<file path="config.mk">
export PLATFORM = sky130hd
export DESIGN_NAME = clk_sel_ctrl_flat
export DESIGN_NICKNAME = d
export VERILOG_FILES = /design/src/rtl/clk_sel_ctrl_pkg.sv /design/src/rtl/clk_sel_ctrl_if.sv /design/src/rtl/clk_sel_ctrl.sv /design/src/flat_wrapper.sv
export SDC_FILE = /design/constraint.sdc
export NUM_CORES = 1
export LEC_CHECK = 0
export ABC_AREA = 1
export CAP_MARGIN = 20
export CORE_MARGIN = 4
export CORE_UTILIZATION = 45
export CTS_CLUSTER_DIAMETER = 200
export CTS_CLUSTER_SIZE = 20
export DETAILED_ROUTE_END_ITERATION = 7
export GPL_ROUTABILITY_DRIVEN = 0
export PLACE_DENSITY = 0.75
export SYNTH_ARGS = -nofsm -noshare
export SYNTH_HDL_FRONTEND = slang
export SYNTH_SLANG_ARGS = --single-unit
</file>
<file path="constraint.sdc">
create_clock -name clk_in -period 1.8 [get_ports clk_in]
set_clock_uncertainty 0.15 [all_clocks]
set_input_delay 0.18 -clock clk_in [delete_from_list [all_inputs] [get_ports clk_in]]
set_output_delay 0.18 -clock clk_in [all_outputs]
set_load 0.005 [all_outputs]
</file>
<file path="src/rtl/clk_sel_ctrl_pkg.sv">
// Shared clocking types for the clock polarity select sequencer.
// Holds the state encoding, the polarity constants and the counter sizing helper.
package clk_sel_ctrl_pkg;

    typedef enum logic [1:0] {
        IDLE,
        GATE,
        SETTLE,
        ACK_ONLY
    } clk_sel_state_t;

    localparam logic POL_NORMAL   = 1'b0;
    localparam logic POL_INVERTED = 1'b1;

    // Width of a down-counter that must hold the larger of the two hold times.
    function automatic int cnt_width(input int gate_cycles, input int settle_cycles);
        int hi;
        hi = (gate_cycles > settle_cycles) ? gate_cycles : settle_cycles;
        return $clog2(hi + 1);
    endfunction

endpackage

</file>
<file path="src/rtl/clk_sel_ctrl_if.sv">
// Request/acknowledge and status bundle between a polarity requester and clk_sel_ctrl.
// The requester drives req/req_sel; the sequencer drives select, gate and status.
interface clk_sel_ctrl_if;

    logic req;
    logic req_sel;
    logic sel_out;
    logic gate_en;
    logic busy;
    logic ack;

    modport master (
        output req,
        output req_sel,
        input  sel_out,
        input  gate_en,
        input  busy,
        input  ack
    );

    modport slave (
        input  req,
        input  req_sel,
        output sel_out,
        output gate_en,
        output busy,
        output ack
    );

endinterface

</file>
<file path="src/rtl/clk_sel_ctrl.sv">
// Sequences clock polarity switches with the gate closed around the sel change; ack after GATE+SETTLE cycles (1 cycle if no change).
// No backpressure: requests are only sampled in IDLE and are dropped while a switch is in progress.
module clk_sel_ctrl
    import clk_sel_ctrl_pkg::*;
#(
    parameter int GATE_CYCLES   = 2,
    parameter int SETTLE_CYCLES = 2
) (
    input  logic          clk_in,
    input  logic          rst_n,
    clk_sel_ctrl_if.slave ctrl
);

    localparam int CNT_W = cnt_width(GATE_CYCLES, SETTLE_CYCLES);
    localparam logic [CNT_W-1:0] GATE_LOAD   = CNT_W'(GATE_CYCLES - 1);
    localparam logic [CNT_W-1:0] SETTLE_LOAD = CNT_W'(SETTLE_CYCLES - 1);

    if (GATE_CYCLES < 1 || SETTLE_CYCLES < 1) begin : g_param_check
        $fatal(1, "clk_sel_ctrl: GATE_CYCLES and SETTLE_CYCLES must both be 1 or more");
    end

    clk_sel_state_t   state_q, state_d;
    logic [CNT_W-1:0] cnt_q, cnt_d;
    logic             pol_q, pol_d;
    logic             sel_q, sel_d;
    logic             gate_q, gate_d;
    logic             busy_q, busy_d;
    logic             ack_q, ack_d;

    always_ff @(posedge clk_in or negedge rst_n) begin
        if (!rst_n) begin
            state_q <= IDLE;
            cnt_q   <= '0;
            pol_q   <= POL_NORMAL;
            sel_q   <= POL_NORMAL;
            gate_q  <= 1'b1;
            busy_q  <= 1'b0;
            ack_q   <= 1'b0;
        end else begin
            state_q <= state_d;
            cnt_q   <= cnt_d;
            pol_q   <= pol_d;
            sel_q   <= sel_d;
            gate_q  <= gate_d;
            busy_q  <= busy_d;
            ack_q   <= ack_d;
        end
    end

    // Every output is computed here as a next value and only leaves through a flop.
    always_comb begin
        state_d = state_q;
        cnt_d   = cnt_q;
        pol_d   = pol_q;
        sel_d   = sel_q;
        gate_d  = gate_q;
        busy_d  = busy_q;
        ack_d   = 1'b0;

        unique case (state_q)
            IDLE: begin
                if (ctrl.req) begin
                    if (ctrl.req_sel != sel_q) begin
                        pol_d   = ctrl.req_sel;
                        state_d = GATE;
                        gate_d  = 1'b0;
                        busy_d  = 1'b1;
                        cnt_d   = GATE_LOAD;
                    end else begin
                        state_d = ACK_ONLY;
                        ack_d   = 1'b1;
                    end
                end
            end
            GATE: begin
                if (cnt_q == '0) begin
                    sel_d   = pol_q;
                    cnt_d   = SETTLE_LOAD;
                    state_d = SETTLE;
                end else begin
                    cnt_d = cnt_q - CNT_W'(1);
                end
            end
            SETTLE: begin
                if (cnt_q == '0) begin
                    gate_d  = 1'b1;
                    busy_d  = 1'b0;
                    ack_d   = 1'b1;
                    state_d = IDLE;
                end else begin
                    cnt_d = cnt_q - CNT_W'(1);
                end
            end
            ACK_ONLY: begin
                state_d = IDLE;
            end
            default: begin
                state_d = IDLE;
            end
        endcase
    end

    assign ctrl.sel_out = sel_q;
    assign ctrl.gate_en = gate_q;
    assign ctrl.busy    = busy_q;
    assign ctrl.ack     = ack_q;

endmodule

</file>
<file path="src/flat_wrapper.sv">
// flat-port wrapper written by rule: the top's interface ports become plain ports
module clk_sel_ctrl_flat import clk_sel_ctrl_pkg::*;
#(
    parameter int GATE_CYCLES   = 2,
    parameter int SETTLE_CYCLES = 2
)
  (clk_in, rst_n, ctrl_req, ctrl_req_sel, ctrl_sel_out, ctrl_gate_en, ctrl_busy, ctrl_ack);
  clk_sel_ctrl_if ctrl_i ();
  input  logic clk_in;
  input  logic rst_n;
  input wire logic [$bits(ctrl_i.req)-1:0] ctrl_req;
  input wire logic [$bits(ctrl_i.req_sel)-1:0] ctrl_req_sel;
  output wire logic [$bits(ctrl_i.sel_out)-1:0] ctrl_sel_out;
  output wire logic [$bits(ctrl_i.gate_en)-1:0] ctrl_gate_en;
  output wire logic [$bits(ctrl_i.busy)-1:0] ctrl_busy;
  output wire logic [$bits(ctrl_i.ack)-1:0] ctrl_ack;
  assign ctrl_i.req = ctrl_req;
  assign ctrl_i.req_sel = ctrl_req_sel;
  assign ctrl_sel_out = ctrl_i.sel_out;
  assign ctrl_gate_en = ctrl_i.gate_en;
  assign ctrl_busy = ctrl_i.busy;
  assign ctrl_ack = ctrl_i.ack;
  clk_sel_ctrl #(.GATE_CYCLES(GATE_CYCLES), .SETTLE_CYCLES(SETTLE_CYCLES)) u_core (.clk_in(clk_in), .rst_n(rst_n), .ctrl(ctrl_i));
endmodule
</file>
[Yosys cells after proc, flatten, opt, wreduce, memory -nomap -nowiden]
Cells that the tools add are included.
W data, S select, Z words.
Operators by class
  add/subtract/negate cells: 1
  equal/unequal tests: 9
  muxes and demuxes: 22
  reduce and logical (&&, ||, !) cells: 9
Operator list (number)
  $mux W2: 8
  $mux W1: 9
  $pmux W2 S4: 1
  $reduce_and A4 Y1: 2
  $ne A2 B1 Y1 const B: 3
  $pmux W1 S2: 3
  $pmux W2 S3: 1
  $reduce_and A3 Y1: 2
  $eq A2 B2 Y1 const B: 2
  $logic_not A2 Y1: 2
  $ne A2 B2 Y1 const B: 2
  $reduce_bool A3 Y1: 1
  $eq A2 B1 Y1 const B: 1
  $reduce_and A2 Y1: 1
  $reduce_bool A2 Y1: 1
  $sub A2 B1 Y2 const B: 1
  $ne A1 B1 Y1: 1
Word-level totals
  flip-flop bits (word level): 9
  input port bits: 4
  output and inout port bits: 4
  logic and storage cells: 48

[Longest topological paths before layout]
  depth in word-level cells: 4
  depth in mapped cells: 8
  gate-level depth less buffers: 8

[Worst setup path after synthesis]
No wires, ideal clock.
  path kind: register to register
  from: reg u_core.state_q[0]
  to: reg u_core.busy_q (netlist: u_core.ctrl.busy)
  library setup time: 0.116 ns
  arrival time: 1.109 ns
  data required time: 1.534 ns
  path slack: 0.424 ns
  stages on the path, launching flop included: 8
  path buffers: 0
  period minus slack after synthesis: 1.376 ns
  cells stage by stage: dfrtp_1 -> inv_1 -> ha_1 -> inv_2 -> o21ai_2 -> nand3_1 -> nand2_1 -> nand2_1
On the way
  longest elaborated chain between the ends: 3
  elaborated cells between the ends (all ways): 8
  classes of those cells: eq/ne: 4; mux: 1; reduce/logical: 3
Ends and longest elaborated chain
  from (decl): line clk_sel_ctrl.sv:22  | clk_sel_state_t state_q, state_d;
  from (signal assigned): line clk_sel_ctrl.sv:40  | state_q <= state_d;
  $eq A2 B2 Y1 / $logic_not A2 Y1 (equally long branches): line clk_sel_ctrl.sv:60  | unique case (state_q)
  $ne A2 B1 Y1 (no source line) (tied with other cells)
  $reduce_and A4 Y1 (no source line)
  to (signal assigned): line clk_sel_ctrl.sv:45  | busy_q <= busy_d;
  to (decl): line clk_sel_ctrl.sv:27  | logic busy_q, busy_d;
Parallel ways exist; a longest one is shown, timed or not.
A chain may end at the register's enable or synchronous reset.

[Worst setup path in the final report]
  from: reg u_core.gate_q (netlist: u_core.ctrl.gate_en)
  to: out ctrl_gate_en
RTL lines
  from (decl): line clk_sel_ctrl.sv:26  | logic gate_q, gate_d;
  from (signal assigned): line clk_sel_ctrl.sv:44  | gate_q <= gate_d;
  to (decl): line flat_wrapper.sv:14  | output wire logic [$bits(ctrl_i.gate_en)-1:0] ctrl_gate_en;
No word-level cell between the ends.

==> results.yml <==
yosys:
  syn-instance-count: 85
  syn_avg_cell_area_sq_um: 7.55
  ys_seq_elements: 9
  ys_types: 15
  synth_area_sq_um: 642
  syn_nets: 99
  synth_warnings: 0
  synth_top_area_share: 0.312
  ys_seq_area_frac: 0.353
  yosys-top-cells-area: "dfrtp_1 (31%), ha_1 (19%), nand2_1 (18%), nand3_1 (7.0%), inv_1 (7.0%)"
  synth_top_cell_by_area: "dfrtp_1"
worst_setup_path:
  start_kind: "flip-flop"
  r2r-end: "u_core.ctrl.busy"
  rr_worst_depth: 7
  startpoint: "u_core.ctrl.gate_en"
  critPathRequiredTime_ps: 1470
  cp_slowest_cell: "dfstp_2"
  cp_max_fo: 2
  critical_path_class: "flip-flop to output pin"
  reg2reg_slack_ps: 250
  critPathMaxStageDelay_ps: 530
  crit_arrival_ps: 1280
  crit_chain: "clkdlybuf4s50_1"
  cp-end-kind: "output pin"
  cp_top_family: "flip-flops"
  r2r_start: "u_core.state_q[0]"
  cp.buffers_inverters: 1
clocking:
  clockBufferDepth: 2
  h-tree-depth: 1
  post_cts_buffers: 0
  ctsHoldBuffers: 0
  numCtsBuffers: 3
  clk_pin_slew_ps: 60
  cts_tree: "yes"
  clk_latency_ps: 270
  clk_root_buffer_cell: "clkbuf_4"
  cts.sinks: 9
  ctsResizeCount: 0
sta:
  tns_ps: 0
  finalHoldViolCount: 0
  slew_viol_final: 0
  relSlewSlack: 0.718
  min_period_over_period: 0.895
  max_freq_ghz: 0.621
  tightest_slew_ps: 421
  min_period_ps: 1610
  rsz0062_at_grt: "false"
  finalSetupViolCount: 0
floorplan:
  dieWidth_um: 45.8
  initial_core_util: 0.487
  row_count: 13
  dieArea_sq_um: 2090
  die_y_um: 45.8
  ios: 8
  core-area_sq_um: 1320
detailed_routing:
  wl_per_cell_um: 10.8
  ant_nets: 0
  dr_total_vias: 533
  viasPerCell: 4.80
  wl_um: 1200
  drc: 0
  drt_pre_antenna_iters: 4
  dr.first_iter.drc_count: 11
min_path:
  hold_path.class: "input port to async pin"
global_routing:
  grt_pass1_vias: 452
  grt_max_degree: 10
  overflow: 0
  grt_antenna_before_repair: 0
  grt.total_usage: 0.134
  grt_pass1_wl_um: 1870
layout:
  utilization: 0.575
  nets: 111
  diodes: 0
  drive_above_1_share: 0.0938
  areaGrowthSynthToFinish_pct: 17.9
  finish.instance_area_sq_um: 757
pwr:
  ir_drop_v: 0.000801
  leakage_nw: 0.406
  p_per_area_nw_per_um2: 1780
placement:
  post_dp_cell_area_sq_um: 731
  post-dp-hpwl_um: 938
  port_buffers: 7
flow_run:
  maxCapViolations: 0
outcome:
  status: "completed"
[placed cells by master (no fill, tap or decap)]
master and count:
a21oi_2 1, ha_1 10, nor2_1 2, nand3_2 1, nand2_1 30, dfrtp_1 8
a21oi_1 4, o21ai_2 1, o21bai_1 1, clkbuf_1 1, clkbuf_4 3, dfstp_2 1
clkdlybuf4s50_1 7, inv_1 12, o21ai_1 3, nand2_2 1, inv_2 1, nand3_1 9
[cells by family after synthesis]
kind of cell / Yosys count / synth area share
compound gates: 10 / 0.0936
simple gates: 43 / 0.283
buf+inv: 13 / 0.0760
flops: 9 / 0.353
fa+ha+maj: 10 / 0.195
[synthesized netlist by cell type, drive strengths merged]
cell type  instances
o21bai             1
ha                10
a21oi              5
nor2               2
inv               13
nand3             10
dfstp              1
o21ai              4
dfrtp              8
nand2             31
[per-layer routing]
| layer | GRT usage | vias up | routed length (um) |
|---|---|---|---|
| li1 | - | 287 | - |
| met1 | 0.171 | 230 | 615 |
| met2 | 0.178 | 11 | 474 |
| met3 | 0.0395 | 5 | 61 |
| met4 | 0.119 | 0 | 48 |
| met5 | 0 | - | 0 |
[worst max path at each step]
| stage | to | slack, ps | depth (start not counted) |
|---|---|---|---|
| 5_1_grt | u_core.ctrl.busy | 110 | 7 |
| 4_1_cts | ctrl_gate_en | 170 | 1 |
| 6_report | ctrl_gate_en | 190 | 1 |
| 2_1_floorplan | u_core.ctrl.busy | 420 | 7 |
| 3_5_place_dp | u_core.ctrl.busy | 260 | 7 |
| 3_3_place_gp | u_core.cnt_q[1] | 270 | 6 |
[state kept, by name, indices dropped and copies added (netlist names)]
name                 count
u_core.cnt_q             2
u_core.state_q           2
u_core.ctrl.ack          1
u_core.ctrl.busy         1
u_core.ctrl.gate_en      1
u_core.ctrl.sel_out      1
u_core.pol_q             1
[metrics by stage]
stage	total power [mW]	worst slack [ps]	hold WS (ps)	instances
finish	1.35	189	62.1	111
global route	1.48	109	82.3	111
CTS	1.36	173	68.2	111
detailed placement	1.19	264	310	107
global placement	1.18	267	301	107
floorplan	0.965	424	-266	85
[power by group]
part           total [mW]  leakage [nW]  switching, mW  internal [mW]
clock               0.162        0.0150         0.0763         0.0858
combinational       0.801         0.281          0.464          0.337
sequential          0.383         0.110         0.0766          0.306
[cell type report]
| type | count | area, sq um |
|---|---|---|
| clock buffers | 4 | 26.3 |
| fillers | 105 | 561 |
| flip-flops and latches | 9 | 226 |
| multi-input cells | 63 | 367 |
| well taps | 15 | 18.8 |
| repair buffers | 7 | 70.1 |
| inverters | 13 | 48.8 |
Power figures use the tool's default switching activity.
